## src/rtl/spi_dac_receiver.sv

```systemverilog
// SPI slave model of the MCP4911 DAC end of the spi2dac link: synchronises the
// four SPI pins onto sysclk, decodes 16-bit frames and presents the loaded sample.
module spi_dac_receiver #(
    parameter int         FRAME_BITS  = 16,
    parameter logic [3:0] EXPECT_CTRL = 4'b0011,
    parameter int         SYNC_STAGES = 2
) (
    input  logic       sysclk,
    input  logic       rst,
    input  logic       sdi,
    input  logic       sck,
    input  logic       cs_n,
    input  logic       ld_n,
    output logic [9:0] dac_value,
    output logic [3:0] ctrl,
    output logic       load_pulse,
    output logic       frame_err,
    output logic [7:0] err_count
);

    typedef enum logic [1:0] {
        IDLE,
        SHIFT,
        CHECK
    } state_t;

    state_t state, state_next;

    logic [SYNC_STAGES-1:0] sdi_sync, sck_sync, cs_sync, ld_sync;
    logic                   sdi_q, sck_q, cs_q, ld_q;
    logic                   sck_rise, cs_rise, ld_fall;

    logic [FRAME_BITS-1:0]  shreg;
    logic [4:0]             bit_cnt;
    logic [13:0]            hold;
    logic                   pending;

    logic                   frame_ok;
    logic                   check_valid;
    logic                   check_bad;
    logic [13:0]            load_src;

    // Synchronisers preload to the idle bus so reset release never fakes a cs_n or ld_n edge.
    // NOTE: sequential state uses non-blocking (<=) so every flop samples pre-edge values.
    always_ff @(posedge sysclk or posedge rst) begin
        if (rst) begin
            sdi_sync <= '0;
            sck_sync <= '0;
            cs_sync  <= '1;
            ld_sync  <= '1;
            sdi_q    <= 1'b0;
            sck_q    <= 1'b0;
            cs_q     <= 1'b1;
            ld_q     <= 1'b1;
            sck_rise <= 1'b0;
            cs_rise  <= 1'b0;
            ld_fall  <= 1'b0;
        end else begin
            sdi_sync <= {sdi_sync[SYNC_STAGES-2:0], sdi};
            sck_sync <= {sck_sync[SYNC_STAGES-2:0], sck};
            cs_sync  <= {cs_sync[SYNC_STAGES-2:0], cs_n};
            ld_sync  <= {ld_sync[SYNC_STAGES-2:0], ld_n};
            sdi_q    <= sdi_sync[SYNC_STAGES-1];
            sck_q    <= sck_sync[SYNC_STAGES-1];
            cs_q     <= cs_sync[SYNC_STAGES-1];
            ld_q     <= ld_sync[SYNC_STAGES-1];
            sck_rise <= ~sck_q & sck_sync[SYNC_STAGES-1];
            cs_rise  <= ~cs_q & cs_sync[SYNC_STAGES-1];
            ld_fall  <= ld_q & ~ld_sync[SYNC_STAGES-1];
        end
    end

    always_ff @(posedge sysclk or posedge rst) begin
        if (rst) state <= IDLE;
        else     state <= state_next;
    end

    // NOTE: every always_comb output gets a default first so no path infers a latch.
    always_comb begin
        state_next = state;
        case (state)
            IDLE:    if (!cs_q) state_next = SHIFT;
            SHIFT:   if (cs_rise) state_next = CHECK;
            CHECK:   state_next = IDLE;
            default: state_next = IDLE;
        endcase
    end

    assign frame_ok    = (bit_cnt == 5'(FRAME_BITS)) && (shreg[15:12] == EXPECT_CTRL);
    assign check_valid = (state == CHECK) && frame_ok;
    assign check_bad   = (state == CHECK) && !frame_ok;
    // A frame validated this very cycle outranks whatever is waiting in hold.
    assign load_src    = check_valid ? shreg[15:2] : hold;

    always_ff @(posedge sysclk or posedge rst) begin
        if (rst) begin
            shreg      <= '0;
            bit_cnt    <= '0;
            hold       <= '0;
            pending    <= 1'b0;
            dac_value  <= '0;
            ctrl       <= '0;
            load_pulse <= 1'b0;
            frame_err  <= 1'b0;
            err_count  <= '0;
        end else begin
            load_pulse <= 1'b0;
            frame_err  <= 1'b0;

            if (state == IDLE && !cs_q) begin
                shreg   <= '0;
                bit_cnt <= '0;
            end else if (state == SHIFT && !cs_rise && sck_rise && !cs_q) begin
                shreg <= {shreg[FRAME_BITS-2:0], sdi_q};
                if (bit_cnt != 5'd31) bit_cnt <= bit_cnt + 5'd1;
            end

            if (check_valid) hold <= shreg[15:2];

            if (check_bad) begin
                frame_err <= 1'b1;
                if (err_count != 8'hFF) err_count <= err_count + 8'd1;
            end

            if (ld_fall && (check_valid || pending)) begin
                dac_value  <= load_src[9:0];
                ctrl       <= load_src[13:10];
                load_pulse <= 1'b1;
                pending    <= 1'b0;
            end else if (check_valid) begin
                pending <= 1'b1;
            end
        end
    end

endmodule

```

## config.mk

```make
export PLATFORM = sky130hd
export DESIGN_NAME = spi_dac_receiver
export DESIGN_NICKNAME = d
export VERILOG_FILES = /design/src/rtl/spi_dac_receiver.sv
export SDC_FILE = /design/constraint.sdc
export NUM_CORES = 1
export LEC_CHECK = 0
export ABC_CLOCK_PERIOD_IN_PS = 3800
export CAP_MARGIN = 20
export CORE_MARGIN = 2
export CORE_UTILIZATION = 35
export CTS_CLUSTER_DIAMETER = 60
export DETAILED_ROUTE_END_ITERATION = 10
export GPL_TIMING_DRIVEN = 0
export PLACE_DENSITY = 0.58
export SYNTH_ARGS = -nofsm -noshare
export SYNTH_HDL_FRONTEND = slang
export SYNTH_SLANG_ARGS = --single-unit
```

## constraint.sdc

```tcl
create_clock -name sysclk -period 3.8 [get_ports sysclk]
set_input_delay 1.14 -clock sysclk [delete_from_list [all_inputs] [get_ports sysclk]]
set_output_delay 1.14 -clock sysclk [all_outputs]
set_load 0.01 [all_outputs]
```

# Word level (Yosys, flattened, before mapping)
# Cells that the tools add are included.
op_classes:
  shifts: 0
  n_addsub: 2
  n_div: 0
  n_reduce_logical: 19
  mux: 13
  magnitude_cmp: 0
  n_bitwise: 6
  multipliers: 0
  eq_ne: 8
op_table:
  columns: ["operator", "count"]
  rows:
  - ["$mux 16", 2]
  - ["$mux 5", 3]
  - ["$mux 14", 1]
  - ["$add 8x1->8 const B", 1]
  - ["$logic_and 1x1->1", 8]
  - ["$ne 8x8->1 const B", 1]
  - ["$reduce_and 2->1", 3]
  - ["$reduce_bool 2->1", 3]
  - ["$add 5x1->5 const B", 1]
  - ["$eq 5x5->1 const B", 1]
  - ["$ne 5x5->1 const B", 1]
  - ["$eq 4x2->1 const B", 1]
  - ["$mux 1", 4]
  - ["$mux 2", 2]
  - ["$ne 2x2->1 const B", 2]
  - ["$pmux 2 s2", 1]
  - ["$and 1x1->1", 3]
  - ["$logic_not 1->1", 3]
  - ["$not 1->1", 3]
  - ["$eq 2x1->1 const B", 1]
  - ["$eq 2x2->1 const B", 1]
  - ["$logic_not 2->1", 1]
  - ["$logic_or 1x1->1", 1]
totals:
  latch_bits: 0
  register_bits: 77
  wordCells: 69
  mem_count: 0
  mem_bits_ro: 0
  ram_bits: 0

# Depth between registers and ports, before layout
# Gate-level depths: netlist of the first run.
depth:
  word_depth: 6
  ltp_mapped: 8
  mapped_depth_nobuf: 7

# Worst setup path after synthesis of the first run
# Ideal clock, no wire load.
synth_timing:
  kind: "reg-to-reg"
  start: "reg bit_cnt[0]"
  end: "reg ctrl[3]"
  setup_time_ns: 0.122
  period_less_slack_ns: 1.778
  path_stages_with_launch: 8
  path_buffers: 1
  arrival_ns: 1.656
  slack_ns: 2.022
  path_cell_list: "dfrtp_1 -> inv_1 -> ha_1 -> nand4bb_4 -> or3_1 -> buf_2 -> and2_4 -> a32o_1"
synth_via:
  elab_cells_between_ends: 6
  classes_between: "eq/ne (1); mux (1); reduce/logical (4)"
synth_lines:
  columns: ["element", "line", "rtl"]
  rows:
  - ["start: declaration", "34", "logic [4:0] bit_cnt;"]
  - ["start signal: assignment", "115", "if (bit_cnt != 5'd31) bit_cnt <= bit_cnt + 5'd1;"]
  - ["$eq 5x5->1", "89", "assign frame_ok = (bit_cnt == 5'(FRAME_BITS)) && (shreg[15:12] == EXPECT_CTRL);"]
  - ["$logic_and 1x1->1", "89", null]
  - ["$logic_and 1x1->1", "90", "assign check_valid = (state == CHECK) && frame_ok;"]
  - ["$mux 14", null, null]
  - ["via load_src[13]", "41", "logic [13:0] load_src;"]
  - ["end signal: assignment", "127", "ctrl <= load_src[13:10];"]
  - ["end: declaration", "15", "output logic [3:0] ctrl,"]
# The timed path passes the listed nets, and every way through them passes these cells.
# A chain may end at the register's enable or synchronous reset.

# Final worst setup path of the first run
layout_timing:
  start: "reg err_count[3]"
  end: "out err_count[3]"
layout_lines:
  columns: ["element", "line", "rtl"]
  rows:
  - ["start: declaration", "18", "output logic [7:0] err_count"]
  - ["start signal: assignment", "122", "if (err_count != 8'hFF) err_count <= err_count + 8'd1;"]
# No word-level cell between the ends.

==> flow_summary.yaml, run 1 <==
setup_path:
  cp_cell_sequence: "clkdlybuf4s50_1"
  crit_path_end_kind: "output pin"
  worst_setup_path_start_kind: "flip-flop"
  crit_path_top_delay_cell: "clkdlybuf4s50_1"
  required_ns: 2.66
  cp.buffers_inverters: 1
  slowest_delay_ns: 0.57
  rr_worst_depth: 6
  path_depth: 1
  arrival_ns: 1.36
  crit_fanout: 6
  critPathKind: "flip-flop to output pin"
  cpLargestDelayFamily: "buffers and inverters"
placed_design:
  portBuffers: 29
  gp_congestion: 0.749
  dpl.cell_count: 401
  dp.final_hpwl_um: 3790
timing:
  tightestPinTransition_ns: 0.938
  layout_min_cycle_time_ns: 2.50
  setup_viol: 0
  clock_skew_ns: 0.0120
  grt_setup_unrepaired: "false"
  fmax_mhz: 399
  timing.final.hold_violations: 0
  min_period_over_period_pct: 65.9
  drv_slew: 0
  slew_headroom_pct: 37.0
power:
  p_leak_nw: 1.77
  power.density_nw_per_um2: 471
  power_mw: 1.76
  ir_drop_mv: 0.232
hold_path:
  hold_class: "flip-flop to flip-flop"
  hold-path-cell-count: 0
route:
  via_count: 2021
  ant_nets: 0
  drt_iter0_drc: 78
  wl_per_cell_um: 13.4
  wirelength_um: 5580
  via_per_inst: 4.85
  post-route-drc-count: 0
  dr.pass1.iters: 4
synth:
  syn-num-nets: 273
  avgSynthCellArea_um2: 11.6
  synth_top_area_share_pct: 58.3
  synthArstFlopShare_pct: 100
  ys_ff_latch: 77
  synthFlopType: "dfrtp_1"
  synth.largest_area_cell: "dfrtp_1"
  synth_cells: 263
  synth_edf_count: 0
  synth.cell_area_um2: 3050
  synthTopCellsByArea: "dfrtp_1 58%, nand2_1 6.8%, dfstp_2 5.2%"
  yosysSeqAreaShare_pct: 63.4
  synth_warnings: 0
  synthDistinctLibCells: 45
floorplan:
  initial_core_util_pct: 35.5
  fp-row-count: 34
  ios: 30
  design.die.area_um2: 9470
  die_h_um: 97.3
  coreArea_um2: 8590
  fp.dieW_um: 97.3
run_status:
  outcome: "finished clean"
final_layout:
  area_delta_synth_final_pct: 22.6
  antennaDiodeCount: 0
  fillerInstances: 837
  fin_nets: 314
  drive_above_1_share_pct: 11.3
  layout.cells.non_filler: 417
clock_network:
  h-tree-depth: 3
  cts.clk_slew.worst_paths_ns: 0.08
  postCtsSetupBuffers: 0
  root_buffer: "clkbuf_8"
  clockBufferDepth: 2
  clock_latency_ns: 0.35
  holdBufCountCts: 0
  cts_sinks: 77
  cts_tree: "built"
  cts_resized: 0
  cts_made_buffers: 9
global_route:
  grt-ovfl-total: 0
  grtUsageTotal_pct: 12.6
  grt_pass1_vias: 1918
  grt_pass1_wl_um: 9500
  grt_max_degree: 54
  antenna_found_initial: 0
flow_run:
  cap_violations: 0
## synth_stat cells, types with 2 or more instances
cell type  instances
dfrtp_1           71
nand2_1           55
nor2_1            15
o21ai_0           13
a2bb2oi_1         10
o22ai_1           10
inv_1              7
clkbuf_1           6
dfstp_2            6
mux2i_1            6
nor2b_1            6
nand3_1            5
xor2_1             5
ha_1               4
a21oi_1            3
a22o_1             3
buf_2              3
a21o_1             2
nand2b_1           2
nor3_1             2
nor4_1             2
nor4bb_1           2
o32a_1             2
xnor2_1            2
## worst paths after layout
check,slack (ns),endpoint,startpoint
hold reg to reg,0.35,sck_sync[1],sck_sync[0]
max in group asynchronous,2.07,cs_q,rst
hold / removal,0.35,sck_sync[1],sck_sync[0]
min in group asynchronous,1.11,ctrl[3],rst
setup reg to reg,1.72,dac_value[6],bit_cnt[0]
setup / recovery,1.30,err_count[3],err_count[3]
## state kept, by name (all words and copies together) (netlist names), 2 cells and up
register	count
ctrl	4
ld_sync	2
hold	14
err_count	8
state	2
cs_sync	2
sck_sync	2
shreg	16
dac_value	10
sdi_sync	2
bit_cnt	5
## per-stage QoR
| stage | setup slack, ns | util [%] | hold WS [ns] | instance area, um2 | TNS (ns) |
|---|---|---|---|---|---|
| finish | 1.30 | 43.5 | 0.350 | 3740 | 0 |
| global route | 1.24 | 43.5 | 0.367 | 3740 | 0 |
| CTS | 1.27 | 43.5 | 0.359 | 3740 | 0 |
| detailed placement | 1.65 | 40.8 | 0.338 | 3500 | 0 |
| global placement | -0.594 | 40.4 | 0.340 | 3470 | -41.76 |
| floorplan | 0.703 | - | 0.331 | 3050 | 0 |
## kinds of logic (layout without fill, tap and decap cells)
kind of cell	after synthesis	after routing	synth area share (%)
compound gates	49	49	11.2
xor+xnor	7	7	2.01
fa+ha+maj	4	4	1.64
buf+inv	16	62	2.09
flops	77	77	63.4
mux	7	7	2.34
simple gates	103	103	17.3
## cell type report
cell class / instances / area [um2] / share of cell area [%]
repair buffers: 30 / 318 / 8.50
flip-flops and latches: 77 / 1930 / 51.8
clock buffers: 11 / 151 / 4.05
multi-input cells: 170 / 1050 / 28.1
clock inverters: 5 / 81.3 / 2.18
plain buffers: 9 / 37.5 / 1.00
inverters: 7 / 28.8 / 0.770
well taps: 108 / 135 / 3.62
## placed cells by master, fill, tap and decap left out, types with 2 or more instances in the layout
| cell type | netlist | routed |
|---|---|---|
| nor2_1 | 15 | 15 |
| xor2_1 | 5 | 5 |
| mux2i_1 | 6 | 6 |
| a22o_1 | 3 | 3 |
| nand3_1 | 5 | 5 |
| o21ai_0 | 13 | 13 |
| o22ai_1 | 10 | 10 |
| nor4_1 | 2 | 2 |
| inv_1 | 7 | 6 |
| nor4bb_1 | 2 | 2 |
| dfrtp_1 | 71 | 71 |
| clkbuf_1 | 6 | 6 |
| nor3_1 | 2 | 2 |
| nand2_1 | 55 | 55 |
| a21oi_1 | 3 | 3 |
| clkdlybuf4s50_1 | 0 | 29 |
| bufinv_16 | 0 | 2 |
| a2bb2oi_1 | 10 | 10 |
| nand2b_1 | 2 | 2 |
| xnor2_1 | 2 | 2 |
| clkbuf_8 | 0 | 11 |
| o32a_1 | 2 | 2 |
| dfstp_2 | 6 | 6 |
| nor2b_1 | 6 | 6 |
| buf_2 | 3 | 3 |
| a21o_1 | 2 | 2 |
| ha_1 | 4 | 4 |
## report_power, final
group          internal [mW]  switching [mW]  leakage, nW  total [mW]
Clock                  0.407           0.297        0.116       0.704
Sequential             0.857          0.0377         1.03       0.895
Combinational         0.0751          0.0852        0.627       0.160
## layer usage
metal | vias up | global-route usage, % | share of wire [%]
met1 | 997 | 17.3 | 50
met5 | - | 0 | 0
li1 | 996 | - | -
met3 | 9 | 3.02 | 2.3
met2 | 19 | 18.8 | 46
met4 | 0 | 6.09 | 2.0
Power figures use the tool's default switching activity.
==> run 2: changes to the inputs <==
--- a/config.mk
+++ b/config.mk
@@ -5,7 +5,7 @@
 export SDC_FILE = /design/constraint.sdc
 export NUM_CORES = 1
 export LEC_CHECK = 0
-export ABC_CLOCK_PERIOD_IN_PS = 3800
+export ABC_CLOCK_PERIOD_IN_PS = 2500
 export CAP_MARGIN = 20
 export CORE_MARGIN = 2
 export CORE_UTILIZATION = 35
==> constraint.sdc (replaced) <==
create_clock -name sysclk -period 2.5 [get_ports sysclk]
set_input_delay 0.75 -clock sysclk [delete_from_list [all_inputs] [get_ports sysclk]]
set_output_delay 0.75 -clock sysclk [all_outputs]
set_load 0.01 [all_outputs]
==> run 2 against run 1 <==
Largest power group unchanged. Core utilization is 0.16 points higher. Sequential share of layout area is 0.19 points lower. Critical endpoint unchanged. Clock skew is 0.00078 ns higher. Die area stayed put. Non-clock buffer count is 1 higher. First-iteration DRC count is 35% higher. Largest cell class unchanged. Worst hold slack better by 0.0021 ns.
==> flow_summary.yaml, run 2 (same netlist as run 1, synthesis figures left out) <==
run_status:
  outcome: "finished clean"
hold_path:
  hold_class: "flip-flop to flip-flop"
floorplan:
  fp-row-count: 34
  coreArea_um2: 8590
  fp.dieW_um: 97.3
  initial_core_util_pct: 35.5
  die_h_um: 97.3
  ios: 30
  design.die.area_um2: 9470
setup_path:
  cp.buffers_inverters: 1
  rr_worst_depth: 6
  timing.rr.start: "bit_cnt[0]"
  slowest_delay_ns: 0.57
  cp_cell_sequence: "clkdlybuf4s50_1"
  rrSetupSlack_ns: 0.45
  setup.worst_path.end: "err_count[3]"
  critPathKind: "flip-flop to output pin"
  crit_fanout: 6
  path_depth: 1
  crit_path_end_kind: "output pin"
  crit_path_top_delay_cell: "clkdlybuf4s50_1"
  required_ns: 1.75
  cpLargestDelayFamily: "buffers and inverters"
  timing.rr.end: "dac_value[0]"
  startpoint: "err_count[3]"
  worst_setup_path_start_kind: "flip-flop"
  arrival_ns: 1.37
global_route:
  grt_max_degree: 38
  antenna_found_initial: 0
  grt_pass1_vias: 1989
  grtUsageTotal_pct: 12.8
  grt-ovfl-total: 0
  grt_pass1_wl_um: 9680
placed_design:
  postPlaceCellArea_um2: 3520
  portBuffers: 29
  pre_cts_ws_ns: 0.431
  gp_congestion: 0.752
  dp.final_hpwl_um: 3890
power:
  swShare_pct: 24.0
  p_leak_nw: 1.77
  p_seq_share_pct: 50.7
  intPower_mw: 2.04
  power.density_nw_per_um2: 714
  power_mw: 2.68
  clkPwrFrac_pct: 40.1
  ir_drop_mv: 0.283
  p_switching_mw: 0.642
  pwr-share-comb_pct: 9.2
flow_run:
  cap_violations: 0
timing:
  layout_min_cycle_time_ns: 2.12
  setup_tns_ns: 0
  grt_setup_unrepaired: "false"
  timing.final.hold_violations: 0
  min_period_over_period_pct: 84.9
  clock_skew_ns: 0.0128
  drv_slew: 0
  setup_viol: 0
  fmax_mhz: 471
  layout_setup_ws_ns: 0.378
  tightestPinTransition_ns: 0.966
  slew_headroom_pct: 35.1
route:
  drt_iter0_drc: 105
  wirelength_um: 5640
  wl_per_cell_um: 13.5
  via_per_inst: 4.85
  post-route-drc-count: 0
  via_count: 2028
  dr.pass1.iters: 4
  ant_nets: 0
clock_network:
  holdBufCountCts: 0
  postCtsSetupBuffers: 0
  clockBufferDepth: 2
  cts.clk_slew.worst_paths_ns: 0.09
  cts_sinks: 77
  clock_latency_ns: 0.35
  h-tree-depth: 3
  root_buffer: "clkbuf_8"
  cts_made_buffers: 9
  cts_tree: "built"
  cts_resized: 0
final_layout:
  top_regs: "shreg: 16 flops, hold: 14 flops, dac_value: 10 flops"
  top_register: "shreg"
  finalInstanceArea_um2: 3750
  layout_commonest_cell: "dfrtp_1"
  drive_above_1_share_pct: 11.6
  largest_reg_flops: 16
  antennaDiodeCount: 0
  final_cell_mix: "71 x dfrtp_1, 55 x nand2_1, 29 x clkdlybuf4s50_1"
  fin_nets: 315
  fillerInstances: 824
  area_delta_synth_final_pct: 23.0
run 2: power groups by stage:
| stage | Combinational [mW] | Sequential, mW | Clock [mW] |
|---|---|---|---|
| finish | 0.247 | 1.36 | 1.07 |
| global route | 0.283 | 1.37 | 1.15 |
| CTS | 0.253 | 1.36 | 1.10 |
| detailed placement | 0.251 | 1.38 | 0 |
| global placement | 0.242 | 1.38 | 0 |
| floorplan | 0.134 | 1.39 | 0 |
run 2: per-stage QoR:
stage | hold slack [ns] | std cells | utilization [%]
6_report | 0.352 | 418 | 43.7
5_1_grt | 0.366 | 418 | 43.7
2_1_floorplan | 0.331 | 263 | -
3_3_place_gp | 0.338 | 400 | 40.5
3_5_place_dp | 0.335 | 402 | 40.9
4_1_cts | 0.355 | 418 | 43.7
run 2: per-layer routing:
metal | routed length (um) | track usage, %
met1 | 2810 | 17.5
met2 | 2560 | 19.5
met3 | 137 | 2.37
met4 | 134 | 6.73
met5 | 0 | 0
run 2: cell type report:
class	count	area, um2	share of cell area, %
multi-input cells	170	1050	28.0
clock buffers	11	151	4.04
inverters	7	30.0	0.801
clock inverters	5	81.3	2.17
well taps	108	135	3.60
flip-flops and latches	77	1930	51.6
repair buffers	31	330	8.81
plain buffers	9	37.5	1.00
run 2: worst min-delay path by stage:
stage                              to  slack (ns)         from  cells past startpoint
after global placement    sdi_sync[1]        0.34  sdi_sync[0]                      0
after CTS                       sdi_q        0.36  sdi_sync[1]                      0
after global routing       ld_sync[1]        0.37   ld_sync[0]                      0
final                           sdi_q        0.35  sdi_sync[1]                      0
after detailed placement  sdi_sync[1]        0.33  sdi_sync[0]                      0
after floorplan           sck_sync[1]        0.33  sck_sync[0]                      0
run 2: worst reg2reg max path: stages (launching register included):
cell and delay [ns]:
dfrtp_1 0.42, inv_1 0.07, ha_1 0.21, nand4bb_4 0.16, o31ai_2 0.69, o22ai_1 0.22, a2bb2oi_1 0.19
==> run 3: changes to the inputs <==
--- a/config.mk
+++ b/config.mk
@@ -5,7 +5,7 @@
 export SDC_FILE = /design/constraint.sdc
 export NUM_CORES = 1
 export LEC_CHECK = 0
-export ABC_CLOCK_PERIOD_IN_PS = 2500
+export ABC_CLOCK_PERIOD_IN_PS = 2000
 export CAP_MARGIN = 20
 export CORE_MARGIN = 2
 export CORE_UTILIZATION = 35
==> constraint.sdc (replaced) <==
create_clock -name sysclk -period 2 [get_ports sysclk]
set_input_delay 0.6 -clock sysclk [delete_from_list [all_inputs] [get_ports sysclk]]
set_output_delay 0.6 -clock sysclk [all_outputs]
set_load 0.01 [all_outputs]
==> run 3 against run 2 <==
Sequential power rose by 25%. Setup slack got worse by 0.31 ns. First-iteration DRC count rose by 4.8%. Die area did not move. Core utilization rose by 1.1 points. Non-clock buffer count rose by 5. Sequential share of layout area fell by 1.2 points. Count of clock-buffer cells in the layout did not move. Global-route usage barely moved. Critical path depth did not move. Largest power group unchanged.
==> flow_summary.yaml, run 3 (same netlist as run 1, synthesis figures left out) <==
placed_design:
  postPlaceCellArea_um2: 3520
  gp_congestion: 0.752
  dpl.cell_count: 402
  portBuffers: 29
  pre_cts_ws_ns: -0.0695
  dp.final_hpwl_um: 3890
clock_network:
  cts_sinks: 77
  cts.clk_slew.worst_paths_ns: 0.09
  root_buffer: "clkbuf_8"
  h-tree-depth: 3
  clockBufferDepth: 2
  holdBufCountCts: 0
  cts_made_buffers: 9
  clock_latency_ns: 0.35
  cts_tree: "built"
setup_path:
  required_ns: 1.40
  critPathKind: "flip-flop to output pin"
  arrival_ns: 1.34
  crit_path_end_kind: "output pin"
  cpLargestDelayFamily: "buffers and inverters"
  slowest_delay_ns: 0.56
  crit_fanout: 4
  crit_path_top_delay_cell: "clkdlybuf4s50_1"
  cp.buffers_inverters: 1
  cp_cell_sequence: "clkdlybuf4s50_1"
  worst_setup_path_start_kind: "flip-flop"
global_route:
  grt_pass1_wl_um: 9660
  grtUsageTotal_pct: 12.8
  grt-ovfl-total: 0
  grt_max_degree: 38
  grt_pass1_vias: 1994
  antenna_found_initial: 0
floorplan:
  initial_core_util_pct: 35.5
  coreArea_um2: 8590
  design.die.area_um2: 9470
  die_h_um: 97.3
  ios: 30
  fp-row-count: 34
  fp.dieW_um: 97.3
final_layout:
  area_delta_synth_final_pct: 26.2
  largest_reg_flops: 16
  layout_commonest_cell: "dfrtp_1"
  drive_above_1_share_pct: 15.9
  top_regs: "shreg: 16 flops, hold: 14 flops, dac_value: 10 flops"
  fin_nets: 320
  layout.cells.non_filler: 423
  top_register: "shreg"
  antennaDiodeCount: 0
  finalInstanceArea_um2: 3850
  finish.utilization_pct: 44.8
  final_cell_mix: "68 x dfrtp_1, 55 x nand2_1, 29 x clkdlybuf4s50_1"
timing:
  slew_headroom_pct: 35.2
  worst_hold_slack_ns: 0.352
  fmax_mhz: 516
  timing.final.hold_violations: 0
  tightestPinTransition_ns: 0.964
  layout_min_cycle_time_ns: 1.94
  drv_slew: 0
  min_period_over_period_pct: 96.8
  clock_skew_ns: 0.0134
  setup_viol: 0
  layout_setup_ws_ns: 0.0633
  setup_tns_ns: 0
run_status:
  outcome: "finished clean"
route:
  dr.pass1.iters: 4
  wl_per_cell_um: 13.6
  wirelength_um: 5750
  post-route-drc-count: 0
  via_per_inst: 4.83
  via_count: 2045
  ant_nets: 0
  drt_iter0_drc: 110
power:
  power.density_nw_per_um2: 879
  p_leak_nw: 1.81
  power_mw: 3.38
  ir_drop_mv: 0.356
hold_path:
  hold_class: "flip-flop to flip-flop"
flow_run:
  cap_violations: 0
==> run 3: cell count changes in the layout (fill, tap and decap cells not counted), moves of 2 or more <==
cell and change:
dfrtp_1 -3, dfrtp_2 +3, buf_4 +5, o22ai_1 -4, buf_2 -2, o22ai_2 +4
==> run 3: what timing repair did <==
item                       CTS  global route
pin swaps                    0             2
gates resized for setup      4            11
buffers inserted             0             5
setup endpoints to repair   10            22
==> run 3: worst paths after layout <==
check	from	to	slack, ns	cells past startpoint
setup / recovery	err_count[7]	err_count[7]	0.06	1
hold / removal	sdi_sync[1]	sdi_q	0.35	0
setup reg to reg	bit_cnt[0]	dac_value[1]	0.10	8
hold reg to reg	sdi_sync[1]	sdi_q	0.35	0
max in group asynchronous	rst	cs_q	0.66	4
min in group asynchronous	rst	hold[10]	0.57	2
==> run 3: power breakdown <==
part           internal (mW)  leakage, nW  switching [mW]
clock network          0.773        0.116           0.571
registers               1.63         1.02          0.0648
logic                  0.168        0.675           0.177
total                   2.57         1.81           0.812
==> run 3: routing by layer <==
layer / part of all wire, % / vias up / GRT usage [%]
li1: - / 1013 / -
met1: 49 / 993 / 17.4
met2: 46 / 28 / 19.6
met3: 2.2 / 11 / 2.37
met4: 2.4 / 0 / 6.73
met5: 0 / - / 0
==> run 3: final cells by class <==
type | instances | area, um2
Clock inverter | 5 | 81.3
Tap cell | 108 | 135
Clock buffer | 11 | 151
Sequential cell | 77 | 1940
Timing Repair Buffer | 36 | 368
Buffer | 9 | 47.5
Fill cell | 810 | 4740
Inverter | 7 | 30.0
Multi-Input combinational cell | 170 | 1100
